--- src/rtl/mem_access_unit.sv ---
// rtl/mem_access_unit.sv - load/store stage: byte/half/word accesses on a variable-latency word bus
// Optional alignment trap: define MAU_ALIGN_CHECK_EN.
module mem_access_unit #(
  parameter int unsigned TIMEOUT = 255
) (
  input  logic        clk,
  input  logic        rst_n,
  input  logic        req_valid,
  input  logic        mem_read,
  input  logic        mem_write,
  input  logic [1:0]  size,
  input  logic        sign_ext,
  input  logic [31:0] addr,
  input  logic [31:0] wdata,
  output logic        stall,
  output logic        done,
  output logic [31:0] rdata,
  output logic        misalign,
  output logic        bus_err,
  output logic        bus_req,
  output logic        bus_we,
  output logic [31:0] bus_addr,
  output logic [3:0]  bus_be,
  output logic [31:0] bus_wdata,
  input  logic        bus_ack,
  input  logic [31:0] bus_rdata
);

  typedef enum logic [1:0] {S_IDLE, S_REQ, S_DONE} state_t;

  localparam logic [15:0] LP_LAST = 16'(TIMEOUT - 1);

  state_t      r_state, w_next;
  logic [15:0] r_cnt;
  logic [1:0]  r_off, r_size;
  logic        r_sext, r_we, r_err, r_mis;
  logic [31:0] r_bus_addr, r_bus_wdata, r_rdata;
  logic [3:0]  r_bus_be;

  logic        w_bad, w_no_op, w_timeout;
  logic [3:0]  w_be;
  logic [31:0] w_wdata, w_ld;
  logic [7:0]  w_byte;
  logic [15:0] w_half;

`ifdef MAU_ALIGN_CHECK_EN
  assign w_bad = ((size == 2'b01) & addr[0]) | (size[1] & (addr[1:0] != 2'b00));
`else
  assign w_bad = 1'b0;
`endif

  // A request with neither direction set completes at once as a null access.
  assign w_no_op   = ~(mem_read | mem_write);
  assign w_timeout = (r_cnt == LP_LAST);

  always_comb begin
    w_be    = 4'b1111;
    w_wdata = wdata;
    case (size)
      2'b00: begin
        w_be    = 4'b0001 << addr[1:0];
        w_wdata = {4{wdata[7:0]}};
      end
      2'b01: begin
        w_be    = 4'b0011 << {addr[1], 1'b0};
        w_wdata = {2{wdata[15:0]}};
      end
      default: ;
    endcase
  end

  always_comb begin
    w_byte = bus_rdata[{r_off, 3'b000} +: 8];
    w_half = r_off[1] ? bus_rdata[31:16] : bus_rdata[15:0];
    case (r_size)
      2'b00:   w_ld = {{24{r_sext & w_byte[7]}}, w_byte};
      2'b01:   w_ld = {{16{r_sext & w_half[15]}}, w_half};
      default: w_ld = bus_rdata;
    endcase
  end

  always_comb begin
    w_next = r_state;
    case (r_state)
      S_IDLE: if (req_valid) w_next = (w_bad | w_no_op) ? S_DONE : S_REQ;
      S_REQ:  if (bus_ack | w_timeout) w_next = S_DONE;
      S_DONE: w_next = S_IDLE;
      default: w_next = S_IDLE;
    endcase
  end

  always_ff @(posedge clk) begin
    if (!rst_n) begin
      r_state     <= S_IDLE;
      r_cnt       <= '0;
      r_off       <= '0;
      r_size      <= '0;
      r_sext      <= 1'b0;
      r_we        <= 1'b0;
      r_err       <= 1'b0;
      r_mis       <= 1'b0;
      r_bus_addr  <= '0;
      r_bus_be    <= '0;
      r_bus_wdata <= '0;
      r_rdata     <= '0;
    end else begin
      r_state <= w_next;
      case (r_state)
        S_IDLE: if (req_valid) begin
          r_off       <= addr[1:0];
          r_size      <= size;
          r_sext      <= sign_ext;
          r_we        <= mem_write;
          r_bus_addr  <= {addr[31:2], 2'b00};
          r_bus_be    <= w_be;
          r_bus_wdata <= w_wdata;
          r_cnt       <= '0;
          r_rdata     <= '0;
          r_err       <= 1'b0;
          r_mis       <= w_bad & ~w_no_op;
        end
        S_REQ: begin
          r_cnt <= r_cnt + 16'd1;
          if (bus_ack)        r_rdata <= r_we ? 32'd0 : w_ld;
          else if (w_timeout) r_err   <= 1'b1;
        end
        default: ;
      endcase
    end
  end

  assign stall     = ((r_state == S_IDLE) & req_valid) | (r_state == S_REQ);
  assign done      = (r_state == S_DONE);
  assign bus_req   = (r_state == S_REQ);
  assign bus_we    = bus_req & r_we;
  assign rdata     = done ? r_rdata : 32'd0;
  assign misalign  = done & r_mis;
  assign bus_err   = done & r_err;
  assign bus_addr  = r_bus_addr;
  assign bus_be    = r_bus_be;
  assign bus_wdata = r_bus_wdata;

endmodule

--- config.mk ---
export PLATFORM = sky130hd
export DESIGN_NAME = mem_access_unit
export DESIGN_NICKNAME = d
export VERILOG_FILES = /design/src/rtl/mem_access_unit.sv
export SDC_FILE = /design/constraint.sdc
export NUM_CORES = 1
export LEC_CHECK = 0
export CORE_MARGIN = 2
export CORE_UTILIZATION = 45
export CTS_CLUSTER_DIAMETER = 100
export DETAILED_ROUTE_END_ITERATION = 12
export GPL_ROUTABILITY_DRIVEN = 0
export PLACE_DENSITY = 0.86
export SLEW_MARGIN = 5
export SYNTH_ARGS = -nofsm -noshare
export SYNTH_HDL_FRONTEND = slang
export SYNTH_SLANG_ARGS = --single-unit
--- constraint.sdc ---
create_clock -name clk -period 2.06 [get_ports clk]
set_input_delay 0.412 -clock clk [delete_from_list [all_inputs] [get_ports clk]]
set_output_delay 0.412 -clock clk [all_outputs]
set_load 0.1 [all_outputs]
After elaboration in Yosys (flattened, before gate mapping)
Index checks and enable logic that the tools add are counted.
{"block": "op_classes", "add_sub_neg": 1, "eq_ne": 10, "shift": 3, "muxes": 19, "bitwise": 8, "reduce_logical": 9}
{"cell": "$pmux 32 s2", "count": 3}
{"cell": "$mux 32", "count": 4}
{"cell": "$mux 16", "count": 2}
{"cell": "$pmux 16 s2", "count": 1}
{"cell": "$shiftx 32x6->8", "count": 1}
{"cell": "$add 16x1->16 const B", "count": 1}
{"cell": "$eq 16x8->1 const B", "count": 1}
{"cell": "$pmux 4 s2", "count": 1}
{"cell": "$eq 2x1->1 const B", "count": 3}
{"cell": "$logic_not 2->1", "count": 3}
{"cell": "$mux 2", "count": 3}
{"cell": "$ne 2x1->1 const B", "count": 3}
{"cell": "$reduce_and 2->1", "count": 3}
{"cell": "$and 1x1->1", "count": 5}
{"cell": "$ne 2x2->1 const B", "count": 2}
{"cell": "$pmux 2 s2", "count": 1}
{"cell": "$reduce_and 4->1", "count": 1}
{"cell": "$shl 1x2->4 const A", "count": 1}
{"cell": "$shl 2x2->4 const A", "count": 1}
{"cell": "$mux 1", "count": 3}
{"cell": "$or 1x1->1", "count": 3}
{"cell": "$reduce_and 3->1", "count": 1}
{"cell": "$eq 2x2->1 const B", "count": 1}
{"cell": "$pmux 1 s2", "count": 1}
{"cell": "$reduce_bool 2->1", "count": 1}
{"block": "totals", "reg_bits": 123, "input_bits": 105, "output_inout_bits": 106, "word_cells": 61}

Depth between registers and ports, before layout
Gate-level depths: netlist of run 1.
{"block": "logic_depth", "word_depth": 6, "mapped_depth": 7, "depth_no_buf": 6}

Worst setup path before layout of run 1
No wires, ideal clock.
{"block": "synth_timing", "path_kind": "reg-to-output", "from": "register r_state[1]", "to": "output rdata[22]", "arrival_ps": 2756, "slack_ps": -1108, "path_stages_with_launch": 5, "path_buffers": 2, "cell_sequence": "dfxtp_1 -> clkbuf_1 -> nor2b_1 -> clkbuf_1 -> and2_1"}
{"block": "synth_via", "elab_chain_cells": 2}
{"item": "from (decl)", "line_no": "33", "rtl": "state_t r_state, w_next;"}
{"item": "from (signal assigned)", "line_no": "107", "rtl": "r_state <= w_next;"}
{"item": "$eq 2x2->1", "line_no": "133", "rtl": "assign done = (r_state == S_DONE);"}
{"item": "net done", "line_no": "16", "rtl": "output logic done,"}
{"item": "$mux 32", "line_no": "136", "rtl": "assign rdata = done ? r_rdata : 32'd0;"}
{"item": "to (decl)", "line_no": "17", "rtl": "output logic [31:0] rdata,"}
The timed path passes the listed nets, and every way through them passes these cells.

Worst setup path in the final report of run 1
{"block": "layout_timing", "from": "input req_valid", "to": "output stall"}
{"block": "layout_via", "elab_chain_cells": 2}
{"item": "from (decl)", "line_no": "8", "rtl": "input logic req_valid,"}
{"item": "$and 1x1->1", "line_no": "132", "rtl": "assign stall = ((r_state == S_IDLE) & req_valid) | (r_state == S_REQ);"}
{"item": "$or 1x1->1", "line_no": "132"}
{"item": "to (decl)", "line_no": "15", "rtl": "output logic stall,"}
No other way between the ends.

==> impl_results.md, run 1 <==
* Largest net degree at the start of global routing at 69
* Port buffer count at between 200 and 250
* Yosys cell types at 57
* Skew final at roughly 10 ps
* Via density at between 5 and 6
* Minimum clock period at approximately 2000 ps
* Syn_area_per_cell at ~8.4 µm²
* Clock sink count at ~120
* Worst R2R End: r_rdata[29]
* Synth Register Bits at around 120
* Worst path cell trace: clkdlybuf4s50_1, or3b_4, nand2_2, buf_12
* FF-to-FF Start: r_state[0]
* Pwr dens at 863 nW/µm²
* Clock tree root buffer cell: clkbuf_16
* Cell count of the worst reg-to-reg path at 4
* Worst Setup EP: stall
* Fin crit share at 0.971
* Final setup fails at 0
* Routed wire length at 17.3 mm
* IO Pins at about 210
* DRC viols at 0
* Grt met3 use at 0.0789
* Most common cell in the netlist: nand2_1
* R2R setup slack at between 200 and 250 ps
* CP Capture Type: output pin
* Share of cells above drive strength 1 at 0.237
* Leak at about 3.6 nW
* Slew headroom at 0.566
* Die height at roughly 120 µm
* Busiest grt layer: met2
* Maximum VDD drop at between 0.5 and 0.6 mV
* H-tree levels at 4
* MaxCap Viol Count at 0
* Initial core utilization at 0.456
* M2 GR Usage at 0.430
* Chip width at about 120 µm
* Critical Path Start: req_valid
* Synthesis Warnings at 0
* Worst path required time at between 1500 and 2000 ps
* Nets at around 990
* Slowest-stage cell, CP: clkdlybuf4s50_1
* Hpwl dp at roughly 12 mm
* First-pass GRT wire length at between 20 and 30 mm
* GRT Residual Overflow at 0
* Buffers & Inverters on Critical Path at 2
* Peak Freq at roughly 0.5 GHz
* 1st-iter DRT viols at roughly 340
* WP data arrival at around 1600 ps
* Async SR Flop Fraction at 0
* Vias in the first global route at between 5000 and 6000
* Site row count at 41
* CP top delay family: buffers and inverters
* GRT Util Overall at 0.253
* Core Area at around 13000 µm²
* Synth area leaders: dfxtp_1, nand2_1, a21oi_1
* Initial antenna violation count at 0
* Critical-path maximum fanout at 3
* Worst-margin pin slew at ~650 ps
* Area grow syn2layout at 56.6%
* Dpl cell area at between 8000 and 9000 µm²
* Status: complete, no violations
* Setup CP Type: in -> out
* Register area share after synthesis at 0.432
* Worst setup margin at 59.8 ps
* Worst setup SP type: input pin
* RSZ-0062 raised after global routing: no
* Cell taking the most area after synthesis: dfxtp_1
* CTS tree: built
* CTS buffer count at 17
* Design area at 8930 µm²
* Dpl ws at -195 ps
* Drt pass-1 iters at 5
* Worst skew pair latency at about 400 ps
* Clock tree buffer depth at 2
* Post-synth top cells: nand2_1, dfxtp_1, a21oi_1
* Post-synth EDFFs at 0
* Worst hold path type: reg -> reg
* # diodes at 0
* Synth Flop Type: dfxtp_1
* Count of final hold-check violations at 0
* CP Depth at 4
* Routed via count at a little under 6000
* ANT nets after route at 0
* Die outline area at around 14000 µm²
* Grt met1 use at 0.302
* Post-synthesis cell area at between 5000 and 6000 µm²
* Routed length per instance at 16.3 µm
* Clk slew on worst S/H paths at ~50 ps
* Post-synthesis instance total at approximately 680
* Area share of the largest cell type after synthesis at 0.432
* Max Slew Vio Count at 0
* CP peak stage delay at ~480 ps
power by group:
group | switching (mW) | total [mW] | internal [mW]
clock network | 1.00 | 3.18 | 2.17
logic | 1.34 | 1.93 | 0.586
registers | 0.0927 | 2.60 | 2.51
total | 2.44 | 7.71 | 5.27
flip-flops by register name, indices dropped and copies added, names as in the netlist, 2 cells and up:
register	flops
r_state	2
bus_wdata	32
r_cnt	16
bus_be	4
r_off	2
bus_addr	30
r_rdata	32
r_size	2
cells in the final DEF, fill, tap and decap left out, types with 3 or more instances in the layout:
| cell | n |
|---|---|
| and2_2 | 25 |
| nand2b_1 | 6 |
| clkdlybuf4s50_1 | 104 |
| dfxtp_1 | 121 |
| conb_1 | 3 |
| a221oi_1 | 7 |
| and2_4 | 9 |
| o2bb2ai_1 | 8 |
| clkinv_2 | 3 |
| and4_1 | 3 |
| inv_1 | 5 |
| o211ai_1 | 8 |
| buf_4 | 90 |
| nand4_1 | 3 |
| a31oi_1 | 4 |
| a311oi_1 | 8 |
| a21oi_1 | 80 |
| nor4bb_1 | 8 |
| mux2i_1 | 33 |
| or3_1 | 4 |
| clkbuf_1 | 6 |
| nand2_1 | 125 |
| a211oi_1 | 8 |
| o21a_1 | 8 |
| mux2_2 | 5 |
| a221o_1 | 16 |
| clkbuf_16 | 17 |
| buf_12 | 42 |
| o21ai_0 | 41 |
| nor2_1 | 35 |
| nand3_1 | 8 |
| bufinv_16 | 5 |
| a2bb2oi_1 | 7 |
routing by layer:
layer / part of all wire / up-vias
li1: - / 2834
met1: 0.40 / 2743
met2: 0.49 / 240
met3: 0.085 / 27
met4: 0.019 / 0
met5: 0 / -
cells by family (layout without fill, tap and decap cells):
group,Yosys count,after routing,synth area share
compound gates,207,207,0.236
fa+ha+maj,2,2,0.00439
buf+inv,67,277,0.0522
flops,123,123,0.432
mux,39,39,0.0702
other cells,1,3,0.000657
simple gates,243,243,0.205
cell type report:
cell class	count	area, µm²
clock buffers	24	462
clock inverters	8	165
fillers	952	3580
inverters	9	37.5
multi-input cells	494	3030
flip-flops and latches	123	2460
well taps	172	215
repair buffers	236	2560
how the worst min path moves through the flow:
stage                      start      endpoint  slack, ps  cells past startpoint
floorplan            r_rdata[10]   r_rdata[10]        420                      1
global placement     r_rdata[14]   r_rdata[14]        440                      1
detailed placement  bus_addr[19]  bus_addr[19]        450                      2
CTS                 bus_addr[15]  bus_addr[15]        450                      2
global route        bus_addr[15]  bus_addr[15]        470                      2
finish              bus_addr[15]  bus_addr[15]        450                      2
worst min-delay path, cell delays in order (launching register included):
cell and delay (ps):
dfxtp_1 300, nand2_1 50, a21oi_1 50
metrics by stage:
stage | instances | power [mW] | util | setup TNS (ps) | hold WS, ps
floorplan | 684 | 3.95 | - | -656 | 424
global placement | 1034 | 4.54 | 0.662 | -1800 | 442
detailed placement | 1034 | 4.56 | 0.662 | -3050 | 447
CTS | 1066 | 7.74 | 0.713 | 0 | 454
global route | 1066 | 7.99 | 0.714 | 0 | 469
finish | 1066 | 7.71 | 0.714 | 0 | 453
what timing repair did:
action,in CTS,in global routing
endpoints found under the hold margin,0,0
resized for setup,3,3
endpoints found under the setup margin,34,47
hold buffers,0,0
cloned,0,0
buffers inserted,0,0
(Power assumes the default switching activity.)
==> run 2, diff against run 1 <==
- PLACE_DENSITY: 0.86 -> 0.88
==> run 2 against run 1 <==
Clock power shrank 8.2%. Wire length up 0.28%. Largest power group unchanged. Count of clock-buffer cells in the layout fell by 6. Sequential share of layout area down 0.053 points. Largest cell class unchanged. Worst hold slack barely moved. Sequential power about the same.
==> impl_results.md, run 2 (synthesis results as in run 1) <==
* Die outline area at between 10000 and 15000 µm²
* Setup CP Type: in -> out
* Reg power frac at 0.348
* Clock tree root buffer cell: clkbuf_16
* Most common cell after layout, fill and taps aside: nand2_1
* Worst hold path type: reg -> reg
* Skew final at approximately 5.6 ps
* Area grow syn2layout at 57.0%
* Worst-margin pin slew at ~1000 ps
* TNS Setup at 0 ps
* Slew headroom at 0.331
* Chip width at around 120 µm
* Nets at about 990
* Highest-count cells in the layout ignoring fill and taps: nand2_1, dfxtp_1, clkdlybuf4s50_1
* Initial core utilization at 0.456
* Max Slew Vio Count at 0
* MaxCap Viol Count at 0
* Slowest-stage cell, CP: clkdlybuf4s50_1
* Worst path cell trace: clkdlybuf4s50_1, or3b_4, nand2_2, buf_12
* Vias in the first global route at about 5500
* Routed wire length at 17.4 mm
* Worst setup margin at approximately 44 ps
* RSZ-0062 raised after global routing: no
* GRT Residual Overflow at 0
* Worst setup SP type: input pin
* Total power at 7.47 mW
* Fillers at between 900 and 1000
* IO Pins at approximately 210
* Die height at 117 µm
* Core Area at between 10000 and 15000 µm²
* Via density at ~5.5
* Critical-path maximum fanout at 2
* Int Pwr at slightly below 5 mW
* Area of the multi-input gates at 3020 µm²
* # diodes at 0
* Non-filler instance count after layout at 1071
* Reg area at 2470 µm²
* First-pass GRT wire length at between 20 and 30 mm
* Clock tree buffer depth at 2
* Peak Freq at a little under 0.5 GHz
* Initial antenna violation count at 0
* Combinational power share at 0.262
* Hpwl dp at roughly 12 mm
* Hold buffers post-CTS at 0
* Drt pass-1 iters at 5
* Buffers & Inverters on Critical Path at 2
* Minimum clock period at between 2000 and 2500 ps
* CTS buffer count at 17
* Largest net degree at the start of global routing at 83
* Net Switching at between 2 and 3 mW
* Sw frac at 0.341
* CP top delay family: buffers and inverters
* Placed insts at 1038
* Leak at around 3.6 nW
* CP Capture Type: output pin
* Site row count at 41
* Clk slew on worst S/H paths at about 50 ps
* 1st-iter DRT viols at 444
* CTS tree: built
* ANT nets after route at 0
* Clock sink count at approximately 120
* Routed via count at 5869
* Final setup fails at 0
* CP peak stage delay at 500 ps
* Routed length per instance at between 15 and 20 µm
* Share of cells above drive strength 1 at 0.248
* Clock power share at 0.390
* Fin crit share at 0.978
* H-tree levels at 4
* Status: complete, no violations
* DRC viols at 0
* Maximum VDD drop at approximately 0.50 mV
* WP data arrival at between 1500 and 2000 ps
* Count of final hold-check violations at 0
* Port buffer count at 207
* GRT Util Overall at 0.255
* Pwr dens at between 800 and 900 nW/µm²
* Worst path required time at around 1700 ps
* Worst skew pair latency at around 400 ps
* Dpl ws at -153 ps
[run 2: cell count changes in the layout (fill, tap and decap cells not counted), sizes merged]
cell	change
bufinv	-3
clkbuf	-6
clkinv	+3
buf	+5
inv	+1
clkinvlp	+5
[run 2: final timing paths]
kind / depth (start not counted) / endpoint / start / slack, ps
setup / recovery: 4 / stall / req_valid / 40
hold / removal: 1 / r_rdata[10] / r_rdata[10] / 450
setup reg to reg: 3 / r_rdata[27] / r_state[0] / 200
hold reg to reg: 1 / r_rdata[10] / r_rdata[10] / 450
[run 2: per-stage QoR]
stage          instance area [µm²]  hold WS [ps]   util
2_1_floorplan                 5780           424      -
3_3_place_gp                  8350           439  0.667
3_5_place_dp                  8350           445  0.667
4_1_cts                       8960           455  0.716
5_1_grt                       8960           468  0.716
6_report                      8960           453  0.716
[run 2: area by class of cell]
| cell class | instances | share of cell area |
|---|---|---|
| Tap cell | 172 | 0.0240 |
| Clock buffer | 18 | 0.0490 |
| Sequential cell | 123 | 0.275 |
| Timing Repair Buffer | 241 | 0.294 |
| Inverter | 9 | 0.00419 |
| Clock inverter | 14 | 0.0165 |
| Multi-Input combinational cell | 494 | 0.337 |
[run 2: timing repair]
item / in CTS / in global routing
hold endpoints to repair: 0 / 0
setup buffers: 1 / 0
resized for setup: 4 / 1
endpoints found under the setup margin: 35 / 2
pin swaps: 1 / 0
[run 2: layer usage]
metal	track usage	wire, µm	part of all wire
met1	0.309	7140	0.41
met2	0.420	8360	0.48
met3	0.0882	1490	0.086
met4	0.100	395	0.023
met5	0	0	0
[run 2: power groups by stage]
| stage | clock (mW) | combinational, mW | sequential [mW] |
|---|---|---|---|
| floorplan | 0 | 0.583 | 3.37 |
| global placement | 0 | 1.92 | 2.64 |
| detailed placement | 0 | 1.94 | 2.65 |
| CTS | 2.96 | 1.95 | 2.60 |
| global route | 3.06 | 2.06 | 2.61 |
| finish | 2.92 | 1.96 | 2.60 |
==> run 3, diff against run 2 <==
- CELL_PAD_IN_SITES_DETAIL_PLACEMENT: default -> 0
- CELL_PAD_IN_SITES_GLOBAL_PLACEMENT: default -> 1
- CORE_UTILIZATION: 45 -> 32
- PLACE_DENSITY: 0.88 -> 0.87
==> run 3 against run 2 <==
Final cell count up 5.0%. Combinational power about the same. Non-clock buffer count up 1. Clock power up 7.2%. Sequential share of layout area down 0.23 points. Die area up 39%. Sequential power about the same.
==> impl_results.md, run 3 (synthesis results as in run 1) <==
* Initial core utilization at 0.329
* Maximum VDD drop at between 0.5 and 0.6 mV
* Area grow syn2layout at 58.3%
* Peak Freq at a little under 0.5 GHz
* Share of cells above drive strength 1 at 0.243
* CTS buffer count at 17
* Die outline area at 18900 µm²
* Fillers at around 1600
* Hpwl dp at approximately 13 mm
* Initial antenna violation count at 0
* CP peak stage delay at around 500 ps
* Count of final hold-check violations at 0
* Most common cell after layout, fill and taps aside: nand2_1
* Hold buffers post-CTS at 0
* Slowest-stage cell, CP: clkdlybuf4s50_1
* Leak at ~3.6 nW
* Final setup fails at 0
* # diodes at 0
* Via density at between 5 and 6
* ANT nets after route at 0
* CP Capture Type: output pin
* Die height at about 140 µm
* Critical-path maximum fanout at 3
* Vias in the first global route at between 5000 and 6000
* RSZ-0062 raised after global routing: no
* HP Start: bus_addr[22]
* Clock tree root buffer cell: clkbuf_16
* Worst path cell trace: clkdlybuf4s50_1, or3b_4, nand2_2, buf_12
* Max Slew Vio Count at 0
* Clock sink count at between 100 and 150
* Chip width at around 140 µm
* WP data arrival at approximately 1600 ps
* Routed length per instance at about 16 µm
* Hold WS at 452 ps
* GRT Residual Overflow at 0
* Routed via count at 5667
* GRT Util Overall at 0.187
* Core Area at about 17000 µm²
* Site row count at 48
* Status: complete, no violations
* Met3 wire length at around 1.5 mm
* Met2 routed WL at a little over 8 mm
* Worst path required time at 1650 ps
* Final design utilization at 0.520
* Clk slew on worst S/H paths at ~50 ps
* Skew final at 8.10 ps
* DRC viols at 0
* IO Pins at roughly 210
* Drt pass-1 iters at 4
* R2R setup slack at approximately 250 ps
* Pwr dens at about 850 nW/µm²
* Highest-count cells in the layout ignoring fill and taps: nand2_1, dfxtp_1, clkdlybuf4s50_1
* Worst setup SP type: input pin
* 1st-iter DRT viols at about 290
* Setup bufs post-CTS at 0
* FF-to-FF Start: r_size[1]
* First-pass GRT wire length at between 20 and 30 mm
* Nets at 994
* Routed wire length at ~18 mm
* Minimum clock period at around 2000 ps
* Slew headroom at 0.325
* H-tree levels at 4
* MaxCap Viol Count at 0
* Uppermost layer routed: met4
* Clock tree buffer depth at 2
* Worst skew pair latency at between 400 and 500 ps
* Setup CP Type: in -> out
* Worst-margin pin slew at between 1000 and 1500 ps
* Wl on met1 at between 7 and 8 mm
* CP top delay family: buffers and inverters
* Largest net degree at the start of global routing at 83
* Port buffer count at a little over 200
* Critical Path Start: req_valid
* CTS tree: built
* Worst hold path type: reg -> reg
* Fin crit share at 0.982
* Buffers & Inverters on Critical Path at 2
-- run 3: changes by cell type in the layout (fill, tap and decap cells not counted), moves of 2 or more --
cell / before / now
bufinv_16: 2 / 4
buf_12: 45 / 43
clkinvlp_4: 6 / 1
clkbuf_1: 0 / 5
buf_4: 92 / 95
clkinv_4: 3 / 0
-- run 3: repair_timing --
action                                  in CTS  in global routing
pin swaps                                    1                  0
resized for setup                            4                  1
endpoints found under the hold margin        0                  0
endpoints found under the setup margin      35                 27
-- run 3: worst paths after layout --
kind / endpoint / depth (start not counted)
setup / recovery: stall / 4
hold / removal: bus_addr[22] / 2
setup reg to reg: r_rdata[23] / 3
hold reg to reg: bus_addr[22] / 2
-- run 3: through the flow --
stage / total power [mW] / TNS [ps] / cell area [µm²] / cells / setup WS (ps)
final: 7.66 / 0 / 9030 / 1125 / 37.7
after global routing: 7.97 / 0 / 9030 / 1125 / 11.0
after CTS: 7.74 / 0 / 9030 / 1125 / 13.9
after detailed placement: 4.59 / -3600 / 8410 / 1093 / -170
after global placement: 4.58 / -3080 / 8410 / 1093 / -154
after floorplan: 3.95 / -656 / 5780 / 684 / -202
-- run 3: metal layers --
layer  GRT usage  vias to the layer above
li1            -                     2840
met1       0.228                     2615
met2       0.303                      190
met3      0.0644                       22
met4      0.0693                        0
met5           0                        -
-- run 3: layout make-up --
type | instances | area (µm²) | area share
clock buffer | 24 | 472 | 0.0522
clock inverter | 8 | 140 | 0.0155
inverter | 9 | 37.5 | 0.00416
multi-input combinational | 494 | 3020 | 0.334
sequential | 123 | 2470 | 0.273
tap | 225 | 282 | 0.0312
timing repair buffer | 242 | 2620 | 0.290
-- run 3: worst reg2reg max path, delay by kind of cell, from the launching register on --
kind                   cells  cell delay, ps
AND/OR/NAND/NOR            1             830
buffers and inverters      1              90
AO/OA/AOI/OAI              1             290
flip-flops                 1             550
-- run 3: report_power, final --
| part | switching (mW) | internal, mW |
|---|---|---|
| clock | 1.05 | 2.08 |
| sequential | 0.0901 | 2.51 |
| combinational | 1.34 | 0.593 |
